**src/rtl/load_store_unit.sv**
```systemverilog
// Single-outstanding load/store unit between a core request port and a word-wide memory.
// Sub-word stores are performed as read-modify-write; misaligned requests complete with an error.
module load_store_unit #(
  parameter bit ALIGN_CHECK = 1'b1,
  localparam int unsigned XLEN = 32
) (
  input  logic            clk,
  input  logic            rst_n,
  input  logic            req_valid_i,
  output logic            req_ready_o,
  input  logic            req_we_i,
  input  logic [1:0]      req_size_i,
  input  logic            req_unsigned_i,
  input  logic [XLEN-1:0] req_addr_i,
  input  logic [XLEN-1:0] req_wdata_i,
  output logic            rsp_valid_o,
  output logic [XLEN-1:0] rsp_rdata_o,
  output logic            rsp_err_o,
  output logic            mem_rd_en_o,
  output logic            mem_wr_en_o,
  output logic [XLEN-1:0] mem_addr_o,
  output logic [XLEN-1:0] mem_data_o,
  input  logic [XLEN-1:0] mem_data_i,
  input  logic            mem_ack_i
);

  localparam logic [1:0] SZ_BYTE = 2'b00;
  localparam logic [1:0] SZ_HALF = 2'b01;
  localparam logic [1:0] SZ_WORD = 2'b10;

  typedef enum logic [1:0] {IDLE, READ, WRITE, RESP} state_e;

  state_e          state_q, state_d;
  logic [XLEN-1:0] addr_q;
  logic [1:0]      size_q;
  logic            we_q;
  logic            uns_q;
  logic [XLEN-1:0] wdata_q;
  logic [XLEN-1:0] rdata_q;
  logic            err_q;

  logic            accept_c;
  logic            misalign_c;
  logic [XLEN-1:0] acc_addr_c;
  logic [4:0]      lane_sh_c;
  logic [XLEN-1:0] lane_c;
  logic [XLEN-1:0] load_c;
  logic [XLEN-1:0] lane_mask_c;
  logic [XLEN-1:0] merge_c;

  assign accept_c = req_valid_i && (state_q == IDLE);

  // Alignment classification and effective address of an incoming request
  always_comb begin
    misalign_c = 1'b0;
    acc_addr_c = req_addr_i;
    case (req_size_i)
      SZ_BYTE: misalign_c = 1'b0;
      SZ_HALF: begin
        misalign_c = ALIGN_CHECK && req_addr_i[0];
        acc_addr_c = {req_addr_i[XLEN-1:1], 1'b0};
      end
      SZ_WORD: begin
        misalign_c = ALIGN_CHECK && (req_addr_i[1:0] != 2'b00);
        acc_addr_c = {req_addr_i[XLEN-1:2], 2'b00};
      end
      default: misalign_c = 1'b1;
    endcase
  end

  // Little-endian lane extraction for loads and lane merge for sub-word stores
  always_comb begin
    lane_sh_c   = {addr_q[1:0], 3'b000};
    lane_c      = mem_data_i >> lane_sh_c;
    load_c      = lane_c;
    lane_mask_c = '1;
    case (size_q)
      SZ_BYTE: begin
        load_c      = uns_q ? {{(XLEN-8){1'b0}}, lane_c[7:0]}
                            : {{(XLEN-8){lane_c[7]}}, lane_c[7:0]};
        lane_mask_c = XLEN'(8'hFF) << lane_sh_c;
      end
      SZ_HALF: begin
        load_c      = uns_q ? {{(XLEN-16){1'b0}}, lane_c[15:0]}
                            : {{(XLEN-16){lane_c[15]}}, lane_c[15:0]};
        lane_mask_c = XLEN'(16'hFFFF) << lane_sh_c;
      end
      default: begin
        load_c      = lane_c;
        lane_mask_c = '1;
      end
    endcase
    merge_c = (mem_data_i & ~lane_mask_c) | ((wdata_q << lane_sh_c) & lane_mask_c);
  end

  always_ff @(posedge clk) begin
    if (!rst_n) state_q <= IDLE;
    else        state_q <= state_d;
  end

  // Next state and outputs; memory enables are gated by reset so an aborted write never issues
  always_comb begin
    state_d     = state_q;
    req_ready_o = 1'b0;
    rsp_valid_o = 1'b0;
    rsp_rdata_o = '0;
    rsp_err_o   = 1'b0;
    mem_rd_en_o = 1'b0;
    mem_wr_en_o = 1'b0;
    mem_addr_o  = {addr_q[XLEN-1:2], 2'b00};
    mem_data_o  = wdata_q;
    case (state_q)
      IDLE: begin
        req_ready_o = 1'b1;
        if (req_valid_i) begin
          if (misalign_c)                            state_d = RESP;
          else if (req_we_i && req_size_i == SZ_WORD) state_d = WRITE;
          else                                       state_d = READ;
        end
      end
      READ: begin
        mem_rd_en_o = rst_n;
        if (mem_ack_i) state_d = we_q ? WRITE : RESP;
      end
      WRITE: begin
        mem_wr_en_o = rst_n;
        if (mem_ack_i) state_d = RESP;
      end
      RESP: begin
        rsp_valid_o = 1'b1;
        rsp_rdata_o = rdata_q;
        rsp_err_o   = err_q;
        state_d     = IDLE;
      end
      default: state_d = IDLE;
    endcase
  end

  // Request capture at acceptance; read data captured on the read acknowledge
  always_ff @(posedge clk) begin
    if (!rst_n) begin
      addr_q  <= '0;
      size_q  <= '0;
      we_q    <= 1'b0;
      uns_q   <= 1'b0;
      wdata_q <= '0;
      rdata_q <= '0;
      err_q   <= 1'b0;
    end else if (accept_c) begin
      addr_q  <= acc_addr_c;
      size_q  <= req_size_i;
      we_q    <= req_we_i;
      uns_q   <= req_unsigned_i;
      wdata_q <= req_wdata_i;
      rdata_q <= '0;
      err_q   <= misalign_c;
    end else if (state_q == READ && mem_ack_i) begin
      if (we_q) wdata_q <= merge_c;
      else      rdata_q <= load_c;
    end
  end

endmodule

```
**config.mk**
```make
export PLATFORM = sky130hd
export DESIGN_NAME = load_store_unit
export DESIGN_NICKNAME = d
export VERILOG_FILES = /design/src/rtl/load_store_unit.sv
export SDC_FILE = /design/constraint.sdc
export NUM_CORES = 1
export LEC_CHECK = 0
export ABC_CLOCK_PERIOD_IN_PS = 1800
export CAP_MARGIN = 20
export CORE_ASPECT_RATIO = 1.4
export CORE_MARGIN = 3
export CORE_UTILIZATION = 30
export DETAILED_ROUTE_END_ITERATION = 6
export PLACE_DENSITY_LB_ADDON = 0.15
export RECOVER_POWER = 25
export SLEW_MARGIN = 20
export SYNTH_ARGS = -nofsm -noshare
export SYNTH_HDL_FRONTEND = slang
export SYNTH_SLANG_ARGS = --single-unit
```
**constraint.sdc**
```tcl
create_clock -name clk -period 1.8 [get_ports clk]
set_clock_uncertainty 0.2 [all_clocks]
set_input_delay 0.18 -clock clk [delete_from_list [all_inputs] [get_ports clk]]
set_output_delay 0.18 -clock clk [all_outputs]
set_load 0.1 [all_outputs]
```
Word level (Yosys, flattened, before mapping)

Cells that the tools add are included.

Register bits: 103
Word-level logic and storage cells: 62

Eq/ne operators: 9
Mux-type cells: 22
Reductions and logical operators: 13
Shifts and indexed selects: 4
Bitwise operators: 6

Operators with widths:

| operator                                            | count |
|---|---|
| two-way mux 32 bit                                  | 6 |
| one-hot mux 32 bit (2 select lines)                 | 2 |
| AND 32 bit                                          | 2 |
| inverter 32 bit                                     | 1 |
| bitwise OR 32 bit                                   | 1 |
| left shift 16 x 5 -> 32 bit, first input constant   | 1 |
| left shift 32 x 5 -> 32 bit                         | 1 |
| left shift 8 x 5 -> 32 bit, first input constant    | 1 |
| right shift 32 x 5 -> 32 bit                        | 1 |
| two-way mux 2 bit                                   | 5 |
| one-hot mux 2 bit (4 select lines)                  | 1 |
| equality test 2 x 1 -> 1 bit, second input constant | 3 |
| equality test 2 bit, second input constant          | 3 |
| logical NOT 2 bit                                   | 3 |
| two-way mux 1 bit                                   | 6 |
| inequality test 2 bit, second input constant        | 3 |
| nonzero test 2 bit                                  | 3 |
| one-hot mux 2 bit (2 select lines)                  | 1 |
| AND reduction 2 bit                                 | 2 |
| logical AND 1 bit                                   | 3 |
| one-hot mux 1 bit (3 select lines)                  | 1 |
| AND reduction 3 bit                                 | 1 |
| inverter 1 bit                                      | 2 |
| OR reduction 2 bit                                  | 1 |

Logic depth before layout (Yosys ltp)

Gate-level depths: netlist of the first run.

Depth in word-level cells: 8
Mapped depth: 8

Worst setup path after synthesis of the first run

No wires, ideal clock.

Path type: reg-to-reg
Start: reg state_q[0]
End: reg with a tool-made name
Arrival: 2423 ps
Setup slack: -943 ps
Data required time: 1481 ps
Stages on the path, launching flop included: 8
Cells stage by stage: dfxtp_1 inv_1 ha_1 nand2_1 o21ai_1 clkbuf_1 nand2_1 o221a_1

RTL lines:

| what                   | RTL line | text |
|---|---|---|
| start, declared        | 33       | `state_e state_q, state_d;` |
| start signal, assigned | 98       | `else state_q <= state_d;` |

Final worst setup path of the first run

Start: reg state_q[0]
End: out rsp_rdata_o[22]

Word-level cells in the longest chain between the ends: 2

RTL lines:

| what                | RTL line | text |
|---|---|---|
| equality test 2 bit | 112      | `case (state_q)` |
| two-way mux 32 bit  | 112      |  |
| end, declared       | 17       | `output logic [XLEN-1:0] rsp_rdata_o,` |

Every way passes these cells.

==> impl_metrics.ini, run 1 <==
[outcome]
status = finished with violations
violations = setup timing

[clocking]
numCtsBuffers = 9
clock_latency_ps = 350
cts-root-buf = clkbuf_16
cts_tree = yes
cts.sinks = 103
clk_pin_slew_worst_paths_ps = 70
cts_buffer_depth = 2
htreeDepth = 3

[synthesis]
syn_avg_cell_area_um2 = 8.05
synth_cells = 714
synth-seq-cells = 103
ys_async_sr_fraction_pct = 0
synth_cell_types = 45
synth_edf_count = 0
yosys_warnings = 0
synth-seq-area-share_pct = 35.9
synth_area_mm2 = 0.00575
synth_ff_type = dfxtp_1

[setup_path]
rrSetupSlack_ps = -40
worstReg2RegStart = addr_q[1]
timing.rr.end = rdata_q[25]
cp-start-kind = register
arrival_ps = 1480
worstRegToRegCells = 5
end_kind = output pin
worstSetupPathType = reg -> out
critPathRequiredTime_ps = 1420
cp_max_fo = 17

[sta]
rsz0062_at_grt = yes
maxSlewHeadroom_pct = 63.0
finalSetupViolations = 59
fmaxAchievable_mhz = 537
fin_ws_ps = -61.4
period_minus_slack_ps = 1860
fin_tns_setup_ps = -2560
final-max-slew-violation-count = 0
finalHoldViolations = 0
finalCritPeriodShare_pct = 103
worst_slew_pin_slew_ps = 557

[layout]
layout_commonest_cell = nand2_1
final_nets = 1035
final_cell_mix = nand2_1 (148), clkdlybuf4s50_1 (103), buf_12 (82)
drive_gt1_share_pct = 36.2
synthToLayoutAreaGrowth_pct = 68.1

[placed_design]
dpl.hpwl_mm = 16.3
place_ws_ps = -332
place.gp.congestion = 0.933
port_buffers = 202

[die]
dieArea_mm2 = 0.0209
die_x_um = 123
num_rows = 59
initial_core_util_pct = 30.8
die_h_um = 170
io_pins = 205
coreArea_mm2 = 0.0187

[grt]
antenna_found_initial = 1
grt_max_degree = 33
grt_pass1_vias = 6023
grt_pass1_wl_mm = 32.0
grtUsageTotal_pct = 19.4
grt_overflow = 0

[detailed_routing]
avgRoutedWirePerCell_um = 17.8
routed_wirelength_mm = 20.9
num_vias = 5921
ant_nets = 0
post_drt_via_cell_ratio = 5.05
route.met3.wl_mm = 1.27
drc = 0
wirelength_met1_mm = 8.02
wl_met2_mm = 10.9
drt_iter0_drc = 277
drt_first_pass_iters = 5
top_layer = met4

[min_path]
worstHoldStart = req_addr_i[4]
min_path_cells = 3
hold_class = in -> reg
min_to = addr_q[4]

[power]
p_leak_uw = 0.00369
ir_worst_vdd_mv = 0.777
p_per_area_mw_per_mm2 = 1350

[flow_run]
drv_cap = 0
[per-stage QoR]
step	area [um^2]	power (uW)	std cells	hold WS, ps	util (%)
after floorplan	5980	8380	715	114	-
after global placement	9430	11200	1145	251	50.5
after detailed placement	9430	11300	1145	255	50.5
after CTS	9870	13600	1165	157	52.8
after global routing	9660	13700	1173	166	51.7
final	9660	13000	1173	172	51.7
[cells in the mapped netlist, drive strengths merged (9+ instances only)]
cell type,count,area share (%)
a22oi,16,2.1
nand2b,9,0.98
nor2,16,1.0
nor3,11,0.96
and2,37,4.0
o21ai,33,2.9
a31oi,9,1.2
a21oi,80,7.0
nand3b,17,2.2
nor4,9,0.98
nand2,149,9.7
a311oi,17,3.5
dfxtp,103,36
buf,52,6.2
clkbuf,39,2.5
mux2,24,4.7
a211o,9,1.4
mux2i,16,2.8
[report_power, final]
part | leakage (uW) | switching, uW | total [uW] | internal (uW)
Clock | 0.000156 | 864 | 2120 | 1260
Combinational | 0.00268 | 4880 | 7530 | 2650
Sequential | 0.000855 | 547 | 3390 | 2850
[how the worst max path moves through the flow]
stage	start	to	slack (ps)	cells after the start
2_1_floorplan	addr_q[1]	register	-100	7
3_3_place_gp	mem_data_i[7]	rdata_q[30]	-300	6
3_5_place_dp	mem_data_i[7]	rdata_q[27]	-330	6
4_1_cts	state_q[0]	rsp_rdata_o[22]	-70	5
5_1_grt	addr_q[1]	register	-120	5
6_report	state_q[0]	rsp_rdata_o[22]	-60	5
[per-layer routing]
| metal | global-route usage (%) | up-vias |
|---|---|---|
| li1 | - | 2904 |
| met1 | 22.3 | 2750 |
| met2 | 34.5 | 225 |
| met3 | 3.80 | 42 |
| met4 | 8.39 | 0 |
| met5 | 0 | - |
[critical path, stage by stage, from the launching register on]
cell     delay (ps)
dfxtp_4         370
buf_6           120
ha_4            170
buf_12          150
and2_4          160
buf_12          150
[timing repair]
action / in CTS / in global routing
hold buffers: 0 / 0
setup endpoints to repair: 83 / 98
buffers inserted: 4 / 4
cloned: 0 / 4
resized for setup: 37 / 48
pin swaps: 5 / 22
[kinds of logic after synthesis]
logic type / Yosys count / synth area share, %
compound gates: 201 / 23.6
simple gates: 262 / 21.6
flops: 103 / 35.9
fa+ha+maj: 8 / 1.74
other cells: 1 / 0.0652
mux: 41 / 7.88
buf+inv: 98 / 9.23
[cell type report]
cell class | count | area, um^2
fillers | 1700 | 9010
clock buffers | 11 | 243
clock inverters | 5 | 81.3
well taps | 244 | 305
flip-flops and latches | 103 | 2110
multi-input cells | 514 | 3420
diodes | 1 | 2.50
repair buffers | 288 | 3470
inverters | 7 | 31.3
Note: power is estimated with default switching activity, not from simulation.
==> run 2, diff against run 1 <==
CORE_UTILIZATION = 41   (was 30)
==> run 2 against run 1 <==
Net effect:
- the run still ends with setup timing left
- register-to-register slack worse by 60 ps
- wire length up 5.1%
- cell count down 5.8%
- largest cell class unchanged
- highest routed layer unchanged
==> impl_metrics.ini, run 2 (synthesis gave the netlist of run 1 again) <==
[grt]
grt_pass1_vias = 6305
grtUsageTotal_pct = 27.0
grt_pass1_wl_mm = 33.6
grt_max_degree = 31
antenna_found_initial = 0
grt_overflow = 0

[sta]
maxSlewHeadroom_pct = 62.2
finalHoldViolations = 0
fin_tns_setup_ps = -4960
finalSetupViolations = 67
fmaxAchievable_mhz = 522
final-max-slew-violation-count = 0
rsz0062_at_grt = yes
period_minus_slack_ps = 1910
finalCritPeriodShare_pct = 106
worst_slew_pin_slew_ps = 569
fin_hold_ws_ps = 178
fin_ws_ps = -115

[placed_design]
place.gp.congestion = 0.887
dpl.hpwl_mm = 16.9
place_ws_ps = -322
port_buffers = 202
placed_area_mm2 = 0.00929

[clocking]
cts_tree = yes
clk_pin_slew_worst_paths_ps = 80
numCtsBuffers = 9
cts.sinks = 103
clock_latency_ps = 350
htreeDepth = 3
cts_buffer_depth = 2
cts-root-buf = clkbuf_16

[outcome]
status = finished with violations
violations = setup timing

[power]
ir_worst_vdd_mv = 1.12
total_power_uw = 13000
p_per_area_mw_per_mm2 = 1360
p_leak_uw = 0.00366

[die]
coreArea_mm2 = 0.0136
die_h_um = 146
io_pins = 205
initial_core_util_pct = 42.3
num_rows = 50
dieArea_mm2 = 0.0155
die_x_um = 106

[min_path]
hold_class = in -> reg

[layout]
antenna_cells = 0
fin_area_mm2 = 0.00951
layout_commonest_cell = nand2_1
final_nets = 1030
synthToLayoutAreaGrowth_pct = 65.5
drive_gt1_share_pct = 35.4
fillCellCount = 1065
final_cell_mix = nand2_1 (146), clkdlybuf4s50_1 (103), buf_12 (81)

[detailed_routing]
drt_first_pass_iters = 5
num_vias = 6133
routed_wirelength_mm = 22.0
drc = 0
avgRoutedWirePerCell_um = 19.9
ant_nets = 0
post_drt_via_cell_ratio = 5.55
drt_iter0_drc = 396

[setup_path]
cp_max_fo = 17
critPathRequiredTime_ps = 1420
worstSetupPathType = reg -> out
cp-start-kind = register
end_kind = output pin
arrival_ps = 1530

[flow_run]
drv_cap = 0
## run 2: final timing paths
check             cells past startpoint     endpoint  slack [ps]      startpoint
hold reg to reg                       2   addr_q[18]         260      addr_q[18]
setup reg to reg                      8  rdata_q[12]        -100      state_q[0]
hold / removal                        3   addr_q[30]         180  req_addr_i[30]
setup / recovery                      5    rsp_err_o        -110      state_q[0]
## run 2: area by class of cell
type	instances	area [um^2]	area share, %
Clock inverter	6	51.3	0.539
Timing Repair Buffer	283	3460	36.4
Clock buffer	10	229	2.41
Multi-Input combinational cell	514	3420	35.9
Inverter	7	26.3	0.276
Sequential cell	103	2100	22.1
Tap cell	182	228	2.39
## run 2: worst max-delay path, stage by stage (launching register included)
cell and delay, ps:
dfxtp_4 370, buf_6 100, ha_4 210, buf_12 160, and2_4 160, buf_12 170
## run 2: stage by stage
stage,utilization [%],std cells
floorplan,-,715
global placement,68.4,1078
detailed placement,68.4,1078
CTS,71.5,1097
global route,70.1,1105
finish,70.1,1105
## run 2: what timing repair did
action / 4_1_cts / 5_1_grt
cloned: 0 / 5
setup endpoints to repair: 91 / 105
resized for setup: 33 / 34
buffers inserted: 3 / 3
hold buffers: 0 / 0
pin swaps: 11 / 23
## run 2: where the power goes
group	internal, uW	switching (uW)	total [uW]	leakage (uW)
Sequential	2850	579	3420	0.000854
Combinational	2710	4960	7670	0.00267
Clock	962	913	1870	0.000139
Total	6520	6450	13000	0.00366
## run 2: routing by layer
layer	part of all wire, %	vias up	GRT usage (%)
met5	0	-	0
met2	52	291	50.3
met3	6.0	43	5.04
met4	3.4	0	8.10
met1	38	2902	30.9
li1	-	2897	-
